===== config.mk =====
export PLATFORM = sky130hd
export DESIGN_NAME = mac_operand_memory
export DESIGN_NICKNAME = d
export VERILOG_FILES = /design/src/rtl/mac_pkg.sv /design/src/rtl/mac_sp_ram.sv /design/src/rtl/mac_operand_memory.sv
export SDC_FILE = /design/constraint.sdc
export NUM_CORES = 1
export LEC_CHECK = 0
export ABC_AREA = 1
export CAP_MARGIN = 20
export CORE_UTILIZATION = 45
export DETAILED_ROUTE_END_ITERATION = 8
export GPL_TIMING_DRIVEN = 0
export SLEW_MARGIN = 20
export SYNTH_ARGS = -nofsm -noshare
export SYNTH_HDL_FRONTEND = slang
export SYNTH_HIERARCHICAL = 1
export SYNTH_SLANG_ARGS = --single-unit
export TNS_END_PERCENT = 10

===== constraint.sdc =====
create_clock -name clk -period 4.5 [get_ports clk]
set_input_delay 0.675 -clock clk [delete_from_list [all_inputs] [get_ports clk]]
set_output_delay 0.675 -clock clk [all_outputs]
set_load 0.03 [all_outputs]

===== src/rtl/mac_pkg.sv =====
// Shared types and sizing for the MAC operand memory: FSM states and address widths.
package mac_pkg;

  typedef enum logic [1:0] {
    IDLE    = 2'd0,
    LOAD    = 2'd1,
    ARMED   = 2'd2,
    COMPUTE = 2'd3
  } state_t;

  localparam int DEF_M = 4;
  localparam int DEF_K = 4;
  localparam int DEF_N = 4;

  // Address widths for the default geometry.
  localparam int A_AW = $clog2(DEF_M * DEF_K);
  localparam int B_AW = $clog2(DEF_K * DEF_N);
  localparam int C_AW = $clog2(DEF_M * DEF_N);

  // Never return a zero-width address for a degenerate one-word array.
  function automatic int addr_w(input int depth);
    return (depth > 1) ? $clog2(depth) : 1;
  endfunction

endpackage


===== src/rtl/mac_sp_ram.sv =====
// Single-write-port array with a registered read port; storage itself is never reset.
module mac_sp_ram #(
  parameter int DEPTH = 16,
  parameter int WIDTH = 8,
  parameter int AW    = 4
) (
  input  logic             clk,
  input  logic             rstn,
  input  logic             we,
  input  logic [AW-1:0]    waddr,
  input  logic [WIDTH-1:0] wdata,
  input  logic             clr,
  input  logic             re,
  input  logic [AW-1:0]    raddr,
  output logic [WIDTH-1:0] rdata
);

  logic [WIDTH-1:0] mem [DEPTH];

  always_ff @(posedge clk) begin
    if (clr) begin
      for (int i = 0; i < DEPTH; i++) mem[i] <= '0;
    end else if (we) begin
      mem[waddr] <= wdata;
    end
  end

  // Same-address read and write in one cycle returns the pre-write contents.
  always_ff @(posedge clk or negedge rstn) begin
    if (!rstn) begin
      rdata <= '0;
    end else if (re) begin
      rdata <= mem[raddr];
    end
  end

endmodule


===== src/rtl/mac_operand_memory.sv =====
// Operand (A, B) and result (C) storage for a matrix MAC with host load/compute/readout FSM.
// Optional: define MAC_OPERAND_MEMORY_CLEAR_C_EN to zero C when compute starts.
module mac_operand_memory
  import mac_pkg::*;
#(
  parameter int param_M            = DEF_M,
  parameter int param_K            = DEF_K,
  parameter int param_N            = DEF_N,
  parameter int DATA_WIDTH_INITIAL = 8,
  parameter int DATA_WIDTH_FINAL   = DATA_WIDTH_INITIAL * 2
) (
  input  logic                                      clk,
  input  logic                                      rstn,
  input  logic                                      ld_valid,
  output logic                                      ld_ready,
  input  logic [DATA_WIDTH_INITIAL-1:0]             ld_data,
  input  logic                                      start,
  output logic                                      busy,
  output logic                                      done,
  output logic                                      mac_start,
  input  logic                                      mac_done,
  input  logic                                      a_b_re,
  input  logic [addr_w(param_M*param_K)-1:0]        a_addr_in,
  input  logic [addr_w(param_K*param_N)-1:0]        b_addr_in,
  output logic [DATA_WIDTH_INITIAL-1:0]             a_data_out,
  output logic [DATA_WIDTH_INITIAL-1:0]             b_data_out,
  input  logic                                      c_we,
  input  logic [addr_w(param_M*param_N)-1:0]        c_addr_in,
  input  logic [DATA_WIDTH_FINAL-1:0]               c_data_in,
  input  logic                                      rd_en,
  input  logic [addr_w(param_M*param_N)-1:0]        rd_addr,
  output logic [DATA_WIDTH_FINAL-1:0]               rd_data,
  output logic                                      rd_valid
);

  localparam int MK    = param_M * param_K;
  localparam int KN    = param_K * param_N;
  localparam int MN    = param_M * param_N;
  localparam int TOTAL = MK + KN;
  localparam int A_W   = addr_w(MK);
  localparam int B_W   = addr_w(KN);
  localparam int C_W   = addr_w(MN);
  localparam int CW    = addr_w(TOTAL + 1);

  state_t        state_reg, state_next;
  logic [CW-1:0] cnt_reg, cnt_next;
  logic          done_reg;
  logic          rd_valid_reg;

  logic          beat;
  logic          in_a;
  logic [CW-1:0] b_off;
  logic          a_we, b_we, c_we_gated, c_re, c_clr;

  always_comb begin
    state_next = state_reg;
    cnt_next   = cnt_reg;
    ld_ready   = 1'b0;
    busy       = 1'b0;
    mac_start  = 1'b0;
    case (state_reg)
      IDLE, LOAD: begin
        ld_ready = 1'b1;
        busy     = (state_reg == LOAD);
        if (ld_valid) begin
          if (cnt_reg == CW'(TOTAL - 1)) begin
            state_next = ARMED;
            cnt_next   = '0;
          end else begin
            state_next = LOAD;
            cnt_next   = cnt_reg + 1'b1;
          end
        end
      end
      ARMED: begin
        if (start) state_next = COMPUTE;
      end
      COMPUTE: begin
        busy      = 1'b1;
        mac_start = 1'b1;
        if (mac_done) state_next = IDLE;
      end
      default: state_next = IDLE;
    endcase
  end

  always_ff @(posedge clk or negedge rstn) begin
    if (!rstn) begin
      state_reg    <= IDLE;
      cnt_reg      <= '0;
      done_reg     <= 1'b0;
      rd_valid_reg <= 1'b0;
    end else begin
      state_reg    <= state_next;
      cnt_reg      <= cnt_next;
      done_reg     <= (state_reg == COMPUTE) && mac_done;
      rd_valid_reg <= rd_en && (state_reg != COMPUTE);
    end
  end

  assign done     = done_reg;
  assign rd_valid = rd_valid_reg;

  // One counter walks A first, then B; the B address is the offset past A.
  assign beat       = ld_valid && ld_ready;
  assign in_a       = cnt_reg < CW'(MK);
  assign b_off      = cnt_reg - CW'(MK);
  assign a_we       = beat && in_a;
  assign b_we       = beat && !in_a;
  assign c_we_gated = c_we && (state_reg == COMPUTE);
  assign c_re       = rd_en && (state_reg != COMPUTE);

`ifdef MAC_OPERAND_MEMORY_CLEAR_C_EN
  assign c_clr = (state_reg == ARMED) && start;
`else
  assign c_clr = 1'b0;
`endif

  mac_sp_ram #(.DEPTH(MK), .WIDTH(DATA_WIDTH_INITIAL), .AW(A_W)) u_a_ram (
    .clk   (clk),
    .rstn  (rstn),
    .we    (a_we),
    .waddr (cnt_reg[A_W-1:0]),
    .wdata (ld_data),
    .clr   (1'b0),
    .re    (a_b_re),
    .raddr (a_addr_in),
    .rdata (a_data_out)
  );

  mac_sp_ram #(.DEPTH(KN), .WIDTH(DATA_WIDTH_INITIAL), .AW(B_W)) u_b_ram (
    .clk   (clk),
    .rstn  (rstn),
    .we    (b_we),
    .waddr (b_off[B_W-1:0]),
    .wdata (ld_data),
    .clr   (1'b0),
    .re    (a_b_re),
    .raddr (b_addr_in),
    .rdata (b_data_out)
  );

  mac_sp_ram #(.DEPTH(MN), .WIDTH(DATA_WIDTH_FINAL), .AW(C_W)) u_c_ram (
    .clk   (clk),
    .rstn  (rstn),
    .we    (c_we_gated),
    .waddr (c_addr_in),
    .wdata (c_data_in),
    .clr   (c_clr),
    .re    (c_re),
    .raddr (rd_addr),
    .rdata (rd_data)
  );

endmodule


-- Yosys cells after proc, flatten, opt, wreduce, memory -nomap -nowiden
Memories as Yosys holds them, arrays and structs flattened. A register that Yosys moved wholly into a read port is not among the register bits.
Cells that the tools add are included.
- register bits: 10
- RAM bits: 512
- input bits: 48
- output and inout bits: 37
- memories: 3
- add/subtract/negate cells: 2
- magnitude comparators: 1
- eq/ne operators: 8
- muxes and demuxes: 15
- reductions and logical operators: 14
- memory list (name ; depth ; bits a word ; rd ports ; clocked after memory_dff ; write ports ; RTL line ; RTL):
    u_c_ram.mem ; 16 ; 16 ; 1 ; 1 ; 1 ; mac_sp_ram.sv:18 ; logic [WIDTH-1:0] mem [DEPTH];
    u_a_ram.mem ; 16 ; 8 ; 1 ; 1 ; 1 ; mac_sp_ram.sv:18 ;
    u_b_ram.mem ; 16 ; 8 ; 1 ; 1 ; 1 ; mac_sp_ram.sv:18 ;
- operators by type and width (operator ; count):
    2-to-1 mux 1 bit ; 8
    2-to-1 mux 2 bit ; 4
    != test 2 bit, second input constant ; 4
    adder 6 x 1 -> 6 bit, second input constant ; 1
    equality test 6 x 5 -> 1 bit, second input constant ; 1
    logical AND 1 bit ; 6
    less-than comparator 6 x 5 -> 1 bit, second input constant ; 1
    2-to-1 mux 6 bit ; 1
    one-hot mux 2 bit (3 select lines) ; 1
    equality test 2 bit, second input constant ; 2
    zero test 1 bit ; 4
    subtractor 4 x 1 -> 4 bit, second input constant ; 1
    AND reduction 3 bit ; 1
    equality test 2 x 1 -> 1 bit, second input constant ; 1
    zero test 2 bit ; 1
    one-hot mux 1 bit (2 select lines) ; 1
    AND reduction 2 bit ; 1
    OR reduction 2 bit ; 1

-- Depth between registers and ports, before layout
Gate-level depths: netlist of the first run.
- word-level depth: 7
- depth in mapped cells: 11
- mapped depth without buffers: 9

-- By module
Netlist of the first run, hierarchy kept.
- modules (own cells, without submodules) (module ; times used ; cells an instance ; area each (sq um) ; sequential area each (sq um)):
    mac_sp_ram at u_a_ram ... ; 2 ; 646 ; 6209.7 ; 4043.9
    mac_sp_ram at u_c_ram ; 1 ; 1259 ; 12171.7 ; 8087.8
    mac_operand_memory ; 1 ; 74 ; 561.8 ; 250.2

-- Worst setup path after synthesis of the first run
OpenSTA, ideal clock, no wires.
- path kind: input to register
- start: input c_we
- end: memory u_c_ram/mem[0][0] in the netlist's numbering (enable)
- library setup time: 371 ps
- data arrival time: 1883 ps
- required time: 4129 ps
- path slack: 2246 ps
- stages: 7
- buffers on the path: 1
- path through: inv_1 -> nor2_1 -> nand2_2 -> nor3_2 -> nand2_1 -> buf_2 -> nand2_1
- longest elaborated chain between the ends: 3
- ends and longest elaborated chain (element ; RTL line ; RTL):
    start, declared ; mac_operand_memory.sv:27 ; input logic c_we,
    logical AND 1 bit ; mac_operand_memory.sv:110 ; assign c_we_gated = c_we && (state_reg == COMPUTE);
    net c_we_gated ; mac_operand_memory.sv:53 ; logic a_we, b_we, c_we_gated, c_re, c_clr;
    2-to-1 mux 1 bit ; mac_sp_ram.sv:23 ; end else if (we) begin
    2-to-1 mux 1 bit (not written as such) ; mac_sp_ram.sv:24 ; mem[waddr] <= wdata;
    end, declared ; mac_sp_ram.sv:18 ;
The timed path passes the listed nets, and every way through them passes these cells.

-- Worst setup path in the final report of the first run
- start: register state_reg[1]
- end: memory u_c_ram/mem[3][4] in the netlist's numbering (enable)
- longest elaborated chain between the ends: 4
- ends and longest elaborated chain (element ; RTL line ; RTL):
    start, declared ; mac_operand_memory.sv:45 ; state_t state_reg, state_next;
    start signal, assigned ; mac_operand_memory.sv:94 ; state_reg <= state_next;
    equality test 2 bit ; mac_operand_memory.sv:110 ;
    logical AND 1 bit ; mac_operand_memory.sv:110 ;
    net c_we_gated ; mac_operand_memory.sv:53 ;
    2-to-1 mux 1 bit ; mac_sp_ram.sv:23 ;
    2-to-1 mux 1 bit (not written as such) ; mac_sp_ram.sv:24 ;
The timed path passes the listed nets, and every way through them passes these cells.

==> metrics.cfg, run 1 <==
[sta]
hold_violations=0
post-route-period-util_pct=80.6
period_minus_slack_ns=3.63
maxSlewViolCount=0
grt_setup_unrepaired=false
final.setup_skew_ns=0.0326
hold_slack_ns=0.404
timing.fmax_mhz=276
setup_ws_ns=0.875
tightest_slew_ns=0.947
setup_viol=0
relSlewSlack_pct=36.8
setup_tns_ns=0

[pwr]
powerDensity_nw_per_um2=427
total_leakage_power_nw=12.0
ir_worst_vdd_uv=337
power_frac_clock_pct=38.4
switching_share_pct=26.3
p_int_mw=9.07
power_switching_mw=3.23
p_seq_share_pct=49.7
combPwrFrac_pct=11.9

[route]
num_vias=19200
avgRoutedWirePerCell_um=20.7
dr.pass1.iters=5
drt_iter0_drc=1845
ant_nets=0
routed_wirelength_um=73700
drc=0
viasPerCell=5.40

[floorplan]
die_y_um=238
dieArea_um2=56800
die_x_um=238
num_rows=86
initial_utilization_pct=45.6
core_area_um2=55200
io_pins=85

[placement]
place_area_um2=26900
hpwl_um=52100
gp_congestion=0.936
port_buffers=75
dp_cells=3451
dp_slack_ns=0.542

[global_routing]
grt_antenna_before_repair=0
grt_usage_pct=26.2
grt_pass1_wl_um=110000
gr-total-overflow=0
grt_max_degree=25
grt_pass1_vias=18600

[clock_tree]
htree_num_levels=2
cts_tree=built
clkTransAtPathRegs_ns=0.06
cts_buffer_depth=3
clock_latency_ns=0.63
cts_buffers=60
cts_root_buffer=clkbuf_16
cts_resized=0
numClockSinks=554
cts_setup_buffers=0

[final_layout]
num_antenna_cells=0
multiInputGateArea_um2=7710
largestRegisters=u_c_ram/mem: 256 flops, u_a_ram/mem: 128 flops, u_b_ram/mem: 128 flops
fillCellCount=5168
final_cell_mix=nand2_1, nor2_1, edfxtp_1
final_common_cell=nand2_1
drive_gt1_share_pct=8.78
syn2layout_area_growth_pct=14.4
layout.nets=2815
stdcell_count=3562
fin_area_um2=28800
largest_register_ffs=256
ff_latch_area_um2=16400
top_register=u_c_ram/mem

[yosys]
netlist_area_um2=25200
synthDistinctLibCells=28
ys_seq_area_share_pct=65.3
ys_seq_elements=554
syn_inst=2625
synth.avg_cell_area_um2=9.58
yosys_warnings=6

[flow_run]
drv_cap=0

[run_status]
status=completed

[critical_path]
critPathArrivalTime_ns=3.87
cp-start-kind=flip-flop
critical_path.max_fanout=16
critPathKind=reg -> reg
end_kind=flip-flop
cp.required_ns=4.75

[min_path]
min_path_type=in -> reg

worst max-delay path, cell delays in order, from the launching register on:
cell and delay, ns:
dfrtp_1 0.49, nand2_1 0.31, nor2_1 0.51, nand2_2 0.26, nor3_2 0.28, nand2_1 0.33, buf_2 0.32, nand2_1 0.71
cell usage after synthesis:
| cell | instances | share of area, % |
|---|---|---|
| nor3_1 | 1 | 0.020 |
| nor2_2 | 2 | 0.050 |
| conb_1 | 1 | 0.015 |
| nand3_1 | 388 | 7.7 |
| a21oi_1 | 2 | 0.040 |
| xor2_1 | 1 | 0.035 |
| nor3_2 | 1 | 0.040 |
| dfrtp_1 | 42 | 4.2 |
| inv_1 | 69 | 1.0 |
| nand3_2 | 1 | 0.040 |
| nand2_2 | 45 | 1.1 |
| nor3_4 | 11 | 0.71 |
| clkbuf_1 | 62 | 0.93 |
| inv_4 | 1 | 0.025 |
| buf_4 | 14 | 0.42 |
| buf_2 | 74 | 1.5 |
| a21oi_2 | 1 | 0.035 |
| nor2_4 | 1 | 0.045 |
| ha_1 | 1 | 0.050 |
| buf_1 | 6 | 0.090 |
| nor3b_2 | 1 | 0.050 |
| nand4_1 | 2 | 0.050 |
| nand2_1 | 845 | 13 |
| nor2_1 | 529 | 7.9 |
| edfxtp_1 | 512 | 61 |
| o21ai_1 | 3 | 0.060 |
| inv_2 | 8 | 0.12 |
| xnor2_1 | 1 | 0.035 |
per-layer routing:
layer | share of wire, % | track usage (%) | routed length (um)
met3 | 6.8 | 3.18 | 5040
met4 | 3.8 | 11.1 | 2800
met2 | 49 | 44.9 | 36500
met5 | 0 | 0 | 0
met1 | 40 | 33.5 | 29400
through the flow:
| step | total power [mW] | util [%] |
|---|---|---|
| final | 12.3 | 52.1 |
| after global routing | 12.7 | 52.1 |
| after CTS | 12.4 | 52.1 |
| after detailed placement | 7.66 | 48.7 |
| after global placement | 7.63 | 48.6 |
| after floorplan | 7.06 | - |
worst paths after layout:
check / start / end / slack (ns) / cells past startpoint
max reg2reg: state_reg[1]$_DFFE_PN0P_ / u_c_ram/mem[3][4]$_SDFFCE_PN0P_ / 0.87 / 7
max in group asynchronous: rstn / u_c_ram/rdata[2]$_DFFE_PN0P_ / 3.40 / 3
min reg2reg: u_b_ram/rdata[5]$_DFFE_PN0P_ / u_b_ram/rdata[5]$_DFFE_PN0P_ / 0.48 / 2
min in group asynchronous: rstn / state_reg[0]$_DFFE_PN0P_ / 0.56 / 2
max: state_reg[1]$_DFFE_PN0P_ / u_c_ram/mem[3][4]$_SDFFCE_PN0P_ / 0.87 / 7
min: a_b_re / u_b_ram/rdata[5]$_DFFE_PN0P_ / 0.40 / 3
power by group through the flow:
stage	registers, mW	clock network [mW]	logic [mW]
floorplan	6.25	0	0.808
global placement	6.20	0	1.42
detailed placement	6.22	0	1.45
CTS	6.11	4.82	1.45
global route	6.14	5.01	1.59
finish	6.11	4.73	1.46
cell type report:
cell class	count	share of cell area [%]
Tap cell	748	3.25
Sequential cell	554	57.1
Clock buffer	86	5.98
Clock inverter	24	0.613
Timing Repair Buffer	77	2.70
Buffer	156	2.54
Inverter	78	1.03
Multi-Input combinational cell	1839	26.8
timing repair:
action,4_1_cts,5_1_grt
hold buffers,1,0
setup endpoints to repair,0,0
endpoints found under the hold margin,8,0
cell families after synthesis:
logic type / Yosys count / share of synthesized area (%)
simple gates: 1827 / 30.3
fa+ha+maj: 1 / 0.0497
flops: 554 / 65.3
compound gates: 6 / 0.134
xor+xnor: 2 / 0.0697
buf+inv: 234 / 4.08
other cells: 1 / 0.0149
No activity file was read; power rests on OpenSTA's default activity.
==> run 2: changes to the inputs <==
==> constraint.sdc (replaced) <==
create_clock -name clk -period 3.5 [get_ports clk]
set_input_delay 0.525 -clock clk [delete_from_list [all_inputs] [get_ports clk]]
set_output_delay 0.525 -clock clk [all_outputs]
set_load 0.03 [all_outputs]
==> run 2 against run 1 <==
Compared with the run above:
- routed wire length about the same
- count of clock-buffer cells in the layout unchanged
- total power up 29%
- combinational power up 29%
- critical path depth unchanged
- clock skew down 0.0025 ns
- setup slack worse by 0.82 ns
- utilization about the same
- first-iteration DRC count up 0.49%
- largest cell class unchanged
==> metrics.cfg, run 2 (synthesis gave the netlist of run 1 again) <==
[floorplan]
dieArea_um2=56800
die_y_um=238
initial_utilization_pct=45.6
io_pins=85
die_x_um=238
num_rows=86
core_area_um2=55200

[min_path]
min_path_type=in -> reg

[sta]
timing.fmax_mhz=291
setup_viol=0
hold_slack_ns=0.254
post-route-period-util_pct=98.3
grt_setup_unrepaired=false
tightest_slew_ns=0.937
final.setup_skew_ns=0.0301
setup_tns_ns=0
setup_ws_ns=0.0578
period_minus_slack_ns=3.44
relSlewSlack_pct=37.5
hold_violations=0
maxSlewViolCount=0

[clock_tree]
cts_buffer_depth=3
htree_num_levels=2
cts_buffers=60
clkTransAtPathRegs_ns=0.06
numClockSinks=554
cts_tree=built
clock_latency_ns=0.63
cts_setup_buffers=0
cts_root_buffer=clkbuf_16

[final_layout]
fillCellCount=5166
final_common_cell=nand2_1
largest_register_ffs=256
fin_util_pct=52.1
num_antenna_cells=0
final_cell_mix=nand2_1, nor2_1, edfxtp_1
drive_gt1_share_pct=8.99
top_register=u_c_ram/mem
largestRegisters=u_c_ram/mem: 256 flops, u_a_ram/mem: 128 flops, u_b_ram/mem: 128 flops
syn2layout_area_growth_pct=14.4
layout.nets=2815

[placement]
gp_congestion=0.936
hpwl_um=52100
port_buffers=75
dp_slack_ns=-0.308

[global_routing]
gr-total-overflow=0
grt_pass1_vias=18600
grt_pass1_wl_um=110000
grt_max_degree=25
grt_usage_pct=26.2
grt_antenna_before_repair=0

[route]
ant_nets=0
num_vias=19200
drc=0
routed_wirelength_um=73800
dr.pass1.iters=5
avgRoutedWirePerCell_um=20.7
viasPerCell=5.38
drt_iter0_drc=1854

[pwr]
total_leakage_power_nw=12.0
ir_worst_vdd_uv=434
powerDensity_nw_per_um2=550

[critical_path]
critPathKind=reg -> reg
cp-start-kind=flip-flop
critPathArrivalTime_ns=3.69
end_kind=flip-flop
cp.required_ns=3.75
critical_path.max_fanout=16

[flow_run]
drv_cap=0

[run_status]
status=completed

## run 2: changes by cell type in the layout (fill, tap and decap cells not counted)
cell | previous run | this run
nand2_1 | 845 | 839
nand2_2 | 45 | 51
## run 2: where the power goes
group / switching, mW / internal [mW]
sequential: 0.240 / 7.62
combinational: 1.38 / 0.501
clock: 2.55 / 3.54
total: 4.17 / 11.7
## run 2: worst paths after layout
check	from	endpoint	slack [ns]	cells after the start
max	state_reg[1]$_DFFE_PN0P_	u_c_ram/mem[9][10]$_SDFFCE_PN0P_	0.06	7
min	a_b_re	u_b_ram/rdata[5]$_DFFE_PN0P_	0.25	3
max reg2reg	state_reg[1]$_DFFE_PN0P_	u_c_ram/mem[9][10]$_SDFFCE_PN0P_	0.06	7
min reg2reg	u_b_ram/rdata[5]$_DFFE_PN0P_	u_b_ram/rdata[5]$_DFFE_PN0P_	0.48	2
max in group asynchronous	rstn	u_c_ram/rdata[2]$_DFFE_PN0P_	2.55	3
min in group asynchronous	rstn	u_b_ram/rdata[7]$_DFFE_PN0P_	0.40	2
## run 2: what timing repair did
| action | CTS | global route |
|---|---|---|
| resized for setup | 4 | 2 |
| hold endpoints to repair | 18 | 0 |
| pin swaps | 0 | 0 |
| endpoints found under the setup margin | 64 | 32 |
| hold buffers | 1 | 0 |
## run 2: routing by layer
metal / global-route usage [%] / vias to the layer above / routed length, um
li1: - / 8953 / -
met1: 33.5 / 9332 / 29700
met2: 44.9 / 749 / 36500
met3: 3.18 / 136 / 4750
met4: 11.1 / 0 / 2800
met5: 0 / - / 0
## run 2: stage by stage
step	instances	area [um2]	power [mW]
2_1_floorplan	2627	25200	9.08
3_3_place_gp	3450	26800	9.81
3_5_place_dp	3451	26900	9.85
4_1_cts	3562	28800	15.9
5_1_grt	3562	28800	16.4
6_report	3562	28800	15.8
## run 2: area by class of cell
| type | count | area, um2 | area share, % |
|---|---|---|---|
| Clock buffer | 86 | 1720 | 5.98 |
| Sequential cell | 554 | 16400 | 57.1 |
| Tap cell | 748 | 936 | 3.25 |
| Timing Repair Buffer | 77 | 776 | 2.69 |
| Clock inverter | 24 | 176 | 0.613 |
| Multi-Input combinational cell | 1839 | 7720 | 26.8 |
| Buffer | 156 | 731 | 2.54 |
| Inverter | 78 | 295 | 1.03 |
## run 2: critical path, cell delays in order, from the launching register on
cell     delay [ns]
dfrtp_1        0.49
nand2_1        0.31
nor2_1         0.52
nand2_2        0.27
nor3_4         0.30
nand2_2        0.22
buf_2          0.27
nand2_1        0.67
